===== src/rtl/axi_stream_pkg.sv =====
// Shared AXI-Stream widths and the types used by the ITCH feed arbiter.
package axi_stream_pkg;

  localparam int AXIS_DATA_WIDTH = 64;
  localparam int AXIS_KEEP_WIDTH = AXIS_DATA_WIDTH / 8;

  localparam int ITCH_MAX_FEEDS = 8;

  typedef enum logic {
    S_ARB    = 1'b0,
    S_LOCKED = 1'b1
  } arb_state_t;

endpackage


===== src/rtl/itch_feed_arbiter_rr_arbiter.sv =====
// Combinational round-robin pick: first requester found searching upward from
// last_grant+1, wrapping modulo NUM_FEEDS.
module rr_arbiter
  import axi_stream_pkg::*;
#(
  parameter int NUM_FEEDS = 2,
  parameter int ID_W      = $clog2(NUM_FEEDS)
) (
  input  logic [NUM_FEEDS-1:0] req,
  input  logic [ID_W-1:0]      last_grant,
  output logic                 grant_valid,
  output logic [ID_W-1:0]      grant_idx
);

  // Offsets are scanned from farthest to nearest so the nearest requester wins.
  always_comb begin
    grant_valid = 1'b0;
    grant_idx   = '0;
    for (int off = NUM_FEEDS; off >= 1; off--) begin
      for (int j = 0; j < NUM_FEEDS; j++) begin
        if (req[j] && (j == (int'(last_grant) + off) % NUM_FEEDS)) begin
          grant_valid = 1'b1;
          grant_idx   = ID_W'(j);
        end
      end
    end
  end

endmodule


===== src/rtl/itch_feed_arbiter.sv =====
// Packet-granular round-robin arbiter sharing one ITCH parser between several
// MAC-side AXI-Stream feeds, with a single registered output stage.
module itch_feed_arbiter
  import axi_stream_pkg::*;
#(
  parameter int NUM_FEEDS = 2,
  parameter int FEED_ID_W = $clog2(NUM_FEEDS)
) (
  input  logic                                 clk,
  input  logic                                 rst_n,
  input  logic [NUM_FEEDS*AXIS_DATA_WIDTH-1:0] s_axis_tdata,
  input  logic [NUM_FEEDS*AXIS_KEEP_WIDTH-1:0] s_axis_tkeep,
  input  logic [NUM_FEEDS-1:0]                 s_axis_tvalid,
  input  logic [NUM_FEEDS-1:0]                 s_axis_tlast,
  output logic [NUM_FEEDS-1:0]                 s_axis_tready,
  output logic [AXIS_DATA_WIDTH-1:0]           m_axis_tdata,
  output logic [AXIS_KEEP_WIDTH-1:0]           m_axis_tkeep,
  output logic                                 m_axis_tvalid,
  output logic                                 m_axis_tlast,
  input  logic                                 m_axis_tready,
  output logic [FEED_ID_W-1:0]                 m_axis_tid,
  input  logic [NUM_FEEDS-1:0]                 feed_enable,
  output logic [NUM_FEEDS*32-1:0]              pkt_count,
  output logic                                 busy
);

  arb_state_t                 state_q, state_d;
  logic [FEED_ID_W-1:0]       grant_idx_q, grant_idx_d;
  logic [FEED_ID_W-1:0]       last_grant_q, last_grant_d;
  logic [AXIS_DATA_WIDTH-1:0] tdata_q, tdata_d;
  logic [AXIS_KEEP_WIDTH-1:0] tkeep_q, tkeep_d;
  logic                       tvalid_q, tvalid_d;
  logic                       tlast_q, tlast_d;
  logic [FEED_ID_W-1:0]       tid_q, tid_d;

  logic [NUM_FEEDS-1:0]       req;
  logic                       arb_valid;
  logic [FEED_ID_W-1:0]       arb_idx;
  logic                       sel_valid;
  logic [FEED_ID_W-1:0]       sel_idx;
  logic                       out_free;
  logic                       accept;
  logic [AXIS_DATA_WIDTH-1:0] beat_data;
  logic [AXIS_KEEP_WIDTH-1:0] beat_keep;
  logic                       beat_last;
  logic                       beat_valid;

  assign req = s_axis_tvalid & feed_enable;

  rr_arbiter #(
    .NUM_FEEDS (NUM_FEEDS),
    .ID_W      (FEED_ID_W)
  ) u_rr_arbiter (
    .req         (req),
    .last_grant  (last_grant_q),
    .grant_valid (arb_valid),
    .grant_idx   (arb_idx)
  );

  // A locked feed keeps its grant regardless of tvalid or feed_enable.
  assign out_free  = !tvalid_q || m_axis_tready;
  assign sel_valid = (state_q == S_LOCKED) || arb_valid;
  assign sel_idx   = (state_q == S_LOCKED) ? grant_idx_q : arb_idx;

  generate
    for (genvar gi = 0; gi < NUM_FEEDS; gi++) begin : gen_ready
      // rst_n keeps every tready low while reset is held.
      assign s_axis_tready[gi] = rst_n && out_free && sel_valid &&
                                 (sel_idx == FEED_ID_W'(gi));
    end
  endgenerate

  always_comb begin
    beat_data  = '0;
    beat_keep  = '0;
    beat_last  = 1'b0;
    beat_valid = 1'b0;
    for (int i = 0; i < NUM_FEEDS; i++) begin
      if (sel_idx == FEED_ID_W'(i)) begin
        beat_data  = s_axis_tdata[i*AXIS_DATA_WIDTH +: AXIS_DATA_WIDTH];
        beat_keep  = s_axis_tkeep[i*AXIS_KEEP_WIDTH +: AXIS_KEEP_WIDTH];
        beat_last  = s_axis_tlast[i];
        beat_valid = s_axis_tvalid[i];
      end
    end
  end

  assign accept = sel_valid && out_free && beat_valid;

  always_comb begin
    state_d      = state_q;
    grant_idx_d  = grant_idx_q;
    last_grant_d = last_grant_q;
    tdata_d      = tdata_q;
    tkeep_d      = tkeep_q;
    tlast_d      = tlast_q;
    tid_d        = tid_q;
    tvalid_d     = tvalid_q;

    if (accept) begin
      tdata_d  = beat_data;
      tkeep_d  = beat_keep;
      tlast_d  = beat_last;
      tid_d    = sel_idx;
      tvalid_d = 1'b1;
    end else if (m_axis_tready) begin
      tvalid_d = 1'b0;
    end

    if (accept) begin
      if (state_q == S_ARB) begin
        if (beat_last) begin
          last_grant_d = sel_idx;
        end else begin
          state_d     = S_LOCKED;
          grant_idx_d = sel_idx;
        end
      end else if (beat_last) begin
        state_d      = S_ARB;
        last_grant_d = grant_idx_q;
      end
    end
  end

  always_ff @(posedge clk or negedge rst_n) begin
    if (!rst_n) begin
      state_q      <= S_ARB;
      grant_idx_q  <= '0;
      last_grant_q <= FEED_ID_W'(NUM_FEEDS - 1);
      tdata_q      <= '0;
      tkeep_q      <= '0;
      tlast_q      <= 1'b0;
      tid_q        <= '0;
      tvalid_q     <= 1'b0;
    end else begin
      state_q      <= state_d;
      grant_idx_q  <= grant_idx_d;
      last_grant_q <= last_grant_d;
      tdata_q      <= tdata_d;
      tkeep_q      <= tkeep_d;
      tlast_q      <= tlast_d;
      tid_q        <= tid_d;
      tvalid_q     <= tvalid_d;
    end
  end

  generate
    for (genvar gi = 0; gi < NUM_FEEDS; gi++) begin : gen_cnt
      logic [31:0] cnt_q, cnt_d;

      always_comb begin
        cnt_d = cnt_q;
        if (accept && beat_last && (sel_idx == FEED_ID_W'(gi))) begin
          cnt_d = cnt_q + 32'd1;
        end
      end

      always_ff @(posedge clk or negedge rst_n) begin
        if (!rst_n) begin
          cnt_q <= '0;
        end else begin
          cnt_q <= cnt_d;
        end
      end

      assign pkt_count[gi*32 +: 32] = cnt_q;
    end
  endgenerate

  assign m_axis_tdata  = tdata_q;
  assign m_axis_tkeep  = tkeep_q;
  assign m_axis_tvalid = tvalid_q;
  assign m_axis_tlast  = tlast_q;
  assign m_axis_tid    = tid_q;
  assign busy          = (state_q == S_LOCKED);

endmodule


===== config.mk =====
export PLATFORM = sky130hd
export DESIGN_NAME = itch_feed_arbiter
export DESIGN_NICKNAME = d
export VERILOG_FILES = /design/src/rtl/axi_stream_pkg.sv /design/src/rtl/itch_feed_arbiter_rr_arbiter.sv /design/src/rtl/itch_feed_arbiter.sv
export SDC_FILE = /design/constraint.sdc
export NUM_CORES = 1
export LEC_CHECK = 0
export ABC_CLOCK_PERIOD_IN_PS = 4200
export CELL_PAD_IN_SITES_DETAIL_PLACEMENT = 0
export CELL_PAD_IN_SITES_GLOBAL_PLACEMENT = 2
export CORE_ASPECT_RATIO = 0.8
export CORE_UTILIZATION = 27
export DETAILED_ROUTE_END_ITERATION = 8
export PLACE_DENSITY = 0.84
export SLEW_MARGIN = 20
export SYNTH_ARGS = -nofsm -noshare
export SYNTH_HDL_FRONTEND = slang
export SYNTH_SLANG_ARGS = --single-unit

===== constraint.sdc =====
create_clock -name clk -period 4.2 [get_ports clk]
set_input_delay 0.84 -clock clk [delete_from_list [all_inputs] [get_ports clk]]
set_output_delay 0.84 -clock clk [all_outputs]
set_load 0.05 [all_outputs]

Word level (Yosys, flattened, before mapping)
Cells that the tools add are included.
- add/subtract/negate cells: 4
- equal/unequal tests: 2
- reduce and logical (&&, ||, !) cells: 21
- bitwise logic cells: 6
- muxes and demuxes: 18
- operator list (operator ; count):
    $add A32 B1 Y32 const B ; 2
    $logic_not A32 Y1 ; 2
    $mux W64 ; 1
    $mux W1 ; 16
    $logic_and A1 B1 Y1 ; 13
    $mux W8 ; 1
    $eq A2 B2 Y1 const A ; 2
    $not A1 Y1 ; 3
    $reduce_and A3 Y1 ; 1
    $add A1 B1 Y1 const B ; 2
    $and A1 B1 Y1 const A ; 2
    $and A2 B2 Y2 ; 1
    $logic_or A1 B1 Y1 ; 2
    $reduce_and A2 Y1 ; 1
    $reduce_bool A2 Y1 ; 1
    $logic_not A1 Y1 ; 1
- output and inout bits: 142
- logic and storage cells: 61
- register bits: 142
- input bits: 153

Depth between registers and ports, before layout
- word-level depth: 13
- gate-level depth with buffers: 9
- depth with buffers taken out: 6

Hierarchy
Synthesis repeated with hierarchy kept, for this count alone.
- cells, all modules: 684
- area, all modules: 6446.2 um^2
- by module, submodules not included (module ; area an instance (um^2) ; sequential area each (um^2) ; cells an instance ; instances):
    itch_feed_arbiter ; 6432.4 ; 3554.7 ; 682 ; 1
    rr_arbiter ; 13.8 ; 0.0 ; 2 ; 1

Worst setup path after synthesis
OpenSTA, ideal clock, no wires.
- path kind: input port to output port
- from: input port s_axis_tvalid[0]
- to: output port s_axis_tready[1]
- data required time: 3360 ps
- buffers on the path: 3
- cell stages on the path: 6
- path slack: 1045 ps
- arrival: 2315 ps
- cells stage by stage: and3_1 buf_2 o21ai_1 buf_2 buf_4 and3_1
- cells in the longest elaborated chain, start to end: 9
- RTL lines (what ; RTL line ; source):
    start: declaration ; itch_feed_arbiter.sv:13 ; input logic [NUM_FEEDS-1:0] s_axis_tvalid,
    $and A2 B2 Y2 (*) ; itch_feed_arbiter.sv:48 ; assign req = s_axis_tvalid & feed_enable;
    $logic_and A1 B1 Y1 ; itch_feed_arbiter_rr_arbiter.sv:21 ; if (req[j] && (j == (int'(last_grant) + off) % NUM_FEEDS)) begin
    $mux W1 (4 in series) ; itch_feed_arbiter_rr_arbiter.sv:21 ;
    $logic_or A1 B1 Y1 ; itch_feed_arbiter.sv:62 ; assign sel_valid = (state_q == S_LOCKED) || arb_valid;
    $logic_and A1 B1 Y1 ; itch_feed_arbiter.sv:68 ; assign s_axis_tready[gi] = rst_n && out_free && sel_valid &&
    $logic_and A1 B1 Y1 (*) ; itch_feed_arbiter.sv:68 ;
    end: declaration ; itch_feed_arbiter.sv:15 ; output logic [NUM_FEEDS-1:0] s_axis_tready,
Mark *: on every way between the ends. The rest lies on a longest branch, timed or not.

Worst setup path after layout
- from: input port s_axis_tvalid[1]
- to: output port s_axis_tready[1]
- cells in the longest elaborated chain, start to end: 8
- RTL lines (what ; RTL line):
    $and A2 B2 Y2 (*) ; itch_feed_arbiter.sv:48
    $logic_and A1 B1 Y1 ; itch_feed_arbiter_rr_arbiter.sv:21
    $mux W1 (3 in series) ; itch_feed_arbiter_rr_arbiter.sv:21
    $logic_or A1 B1 Y1 ; itch_feed_arbiter.sv:62
    $logic_and A1 B1 Y1 ; itch_feed_arbiter.sv:68
    $logic_and A1 B1 Y1 (*) ; itch_feed_arbiter.sv:68
Marks and branches as above.

==> metrics.csv <==
stage,metric,value,unit
hold_path,Hold Path Class,in2async,
floorplan,total die area,0.02516,sq mm
sta,Max-slew headroom,0.3879,
sta,clk_skew,0.02419,ns
routing,# DRC,0,
critical_path,Critical Path Start,s_axis_tvalid[1],
sta,Setup TNS,0,ns
floorplan,io pins,295,
critical_path,Required @ worst endpoint,3.36,ns
critical_path,RR Startpoint,busy,
critical_path,largest delay contributor family on the critical path,buffers and inverters,
clocking,CTS tree,built,
layout,NumNets Final,1075,
global_route,aggregate global-route resource usage,0.1576,
status,outcome,completed,
floorplan,die width,177.1,um
global_route,total grt overflow,0,
floorplan,row count,50,
clocking,Post-CTS Hold Buffers,0,
placement,Placer Congestion,0.7492,
critical_path,CP max-delay cell,a221oi_1,
sta,crit path time final,3.360,ns
sta,Final Hold Viols,0,
clocking,TritonCTS Buffers,17,
logic_synthesis,"Cell Area, Synth",0.006623,sq mm
global_route,number of global-route vias before repair,5436,
critical_path,Worst setup EP type,primary output,
routing,vias,5532,
logic_synthesis,Synth Net Count,784,
clocking,H-tree levels,4,
routing,drt wl/cell,15.60,um
logic_synthesis,number of flops mapped to enable cells by yosys,0,
routing,first drt pass iteration count,4,
power,VDD IR-drop max,0.3295,mV
power,Power Density,636.6,mW/mm^2
sta,Highest Clock Rate,297.6,MHz
critical_path,Crit Path Max Fanout,11,
routing,Post-DRT Antenna Nets,0,
global_route,largest net degree at the start of global routing,103,
clocking,post-cts repair resize count,0,
routing,initial drt markers,209,
sta,Final setup viols,0,
logic_synthesis,async set-or-reset flop fraction in the synthesized netlist,1.000,
layout,fin util,0.4440,
critical_path,CP arrival,2.52,ns
critical_path,CP Cell Sequence,clkdlybuf4s50_1 > a221oi_1 > nor2_1 > buf_4 > and3_1 > buf_12,
critical_path,worst setup path class,in2out,
sta,pin slew with the least headroom to its limit,0.9181,ns
critical_path,Max stage delay on crit path,0.56,ns
critical_path,cells on worst reg2reg path,6,
clocking,setup bufs post-CTS,0,
floorplan,Core Region,0.02371,sq mm
global_route,initial antenna violation count,0,
critical_path,WP depth,6,
logic_synthesis,YS warnings,0,
critical_path,CP bufs+invs,3,
sta,final count of pins violating max slew,0,
layout,ratio of cells with drive above 1 in the final layout,0.05895,
logic_synthesis,Main synth FF type,dfrtp_1,
global_route,first-pass GRT wire length,30340,um
floorplan,Initial Util,0.2793,
placement,number of port buffers,294,
layout,Layout area overhead,58.96,%
sta,RSZ-0062 raised after global routing,false,
routing,post-DR vias/cell,4.443,
layout,diode count,0,
clocking,CTS Buffer Depth,2,
critical_path,R2R Setup Slk,1.92,ns
critical_path,startpoint type of the worst setup path,input port,
clocking,clk slew on worst S/H paths,0.07,ns
sta,"Period Utilization, post-route",0.8000,
placement,dpl hpwl,14530,um
power,LEAKAGE,4.366,nW
logic_synthesis,"Avg Cell Area, Syn",10.53,sq um
floorplan,die height,142.1,um
routing,DRT Wirelength,19420,um
logic_synthesis,synth unique cells,43,
logic_synthesis,synthesized instance count,629,
clocking,CTS Sinks,142,
logic_synthesis,Synth Register Bits,142,
clocking,Clock Latency Late Sink,0.43,ns
logic_synthesis,sequential-to-total area share from yosys stat,0.5367,
power,Final Power,6.702,mW
flow_run,# Max-Cap Violations,0,
clocking,Root Driver,clkbuf_16,
==> cells by family (layout without fill, tap and decap cells) <==
logic type,count (synthesis),after routing,share of synthesized area
compound gates,85,85,0.07123
fa+ha+maj,2,2,0.003778
flops,142,142,0.5367
xor+xnor,62,62,0.08199
simple gates,223,223,0.1661
buf+inv,41,345,0.02815
mux,74,74,0.1120
==> per-layer routing <==
metal | wire, um | part of all wire | global-route usage
met1 | 9052 | 0.47 | 0.2120
met2 | 8684 | 0.45 | 0.2399
met3 | 1539 | 0.079 | 0.05529
met4 | 143 | 0.0074 | 0.03993
met5 | 0 | 0 | 0
==> per-stage QoR <==
step	cells	area, sq um	hold slack, ns	setup WS, ns
floorplan	629	6623	0.5184	1.045
global placement	1213	9940	0.4552	0.9130
detailed placement	1213	9940	0.4579	0.8492
CTS	1245	10530	0.2216	0.8417
global route	1245	10530	0.2270	0.7206
finish	1245	10530	0.2439	0.8400
==> sequential cells by signal, indices dropped and copies added, names as in the netlist <==
name           count
last_grant_q       1
m_axis_tdata      64
busy               1
m_axis_tvalid      1
m_axis_tkeep       8
grant_idx_q        1
gen_cnt.cnt_q     64
m_axis_tid         1
m_axis_tlast       1
==> where the power goes <==
group	internal [mW]	switching, mW	leakage, nW
Clock	0.887	0.638	0.276
Sequential	1.76	0.244	1.80
Combinational	1.07	2.10	2.29
==> Yosys cell counts (10+ instances only) <==
cell / count / area share
o21ai_0: 58 / 0.044
inv_1: 11 / 0.0062
nand2_1: 105 / 0.060
xor2_1: 20 / 0.026
dfrtp_1: 141 / 0.53
o21ai_1: 18 / 0.014
mux2i_1: 73 / 0.11
clkbuf_1: 13 / 0.0074
nand4_1: 22 / 0.021
nor2_1: 28 / 0.016
nor3_1: 10 / 0.0076
nand3_1: 25 / 0.019
buf_2: 11 / 0.0083
xnor2_1: 42 / 0.056
==> cell usage in the layout (no fill, tap or decap), types with 2 or more instances in the layout <==
master	count
nand2b_1	2
clkdlybuf4s50_1	291
o21ai_1	16
xnor2_1	42
buf_12	4
nor2_1	28
nand3_1	25
clkbuf_16	17
ha_1	2
dfrtp_1	141
and2_1	2
inv_6	4
and4_1	3
nand4_4	2
nand2_1	105
mux2i_1	73
and3_1	8
o21ai_0	58
bufinv_16	2
clkinvlp_4	4
inv_1	11
buf_4	6
nor4_1	6
clkinv_4	2
nor3b_1	2
xor2_1	20
nor3_1	10
nand4_1	22
o21ai_4	2
==> worst paths after layout <==
kind                                         to
setup / recovery               s_axis_tready[1]
hold / removal             gen_cnt[1].cnt_q[10]
setup reg to reg                   m_axis_tlast
hold reg to reg            gen_cnt[1].cnt_q[31]
max in group asynchronous      m_axis_tdata[24]
min in group clk           gen_cnt[1].cnt_q[31]
==> final cells by class <==
| class | instances | area [sq um] |
|---|---|---|
| Clock buffer | 18 | 429.2 |
| Timing Repair Buffer | 302 | 3049 |
| Sequential cell | 142 | 3555 |
| Inverter | 11 | 41.29 |
| Tap cell | 312 | 390.4 |
| Fill cell | 2291 | 13180 |
| Multi-Input combinational cell | 446 | 2904 |
| Clock inverter | 14 | 158.9 |
==> worst register-to-register path, delay by kind of cell (launching register included) <==
family | cells | cell delay (ns)
AOI/OAI and AO/OA | 2 | 0.44
buffers and inverters | 1 | 0.46
DFF | 1 | 0.49
muxes | 1 | 0.30
and+or+nand+nor | 2 | 0.47
(Power assumes the default switching activity.)
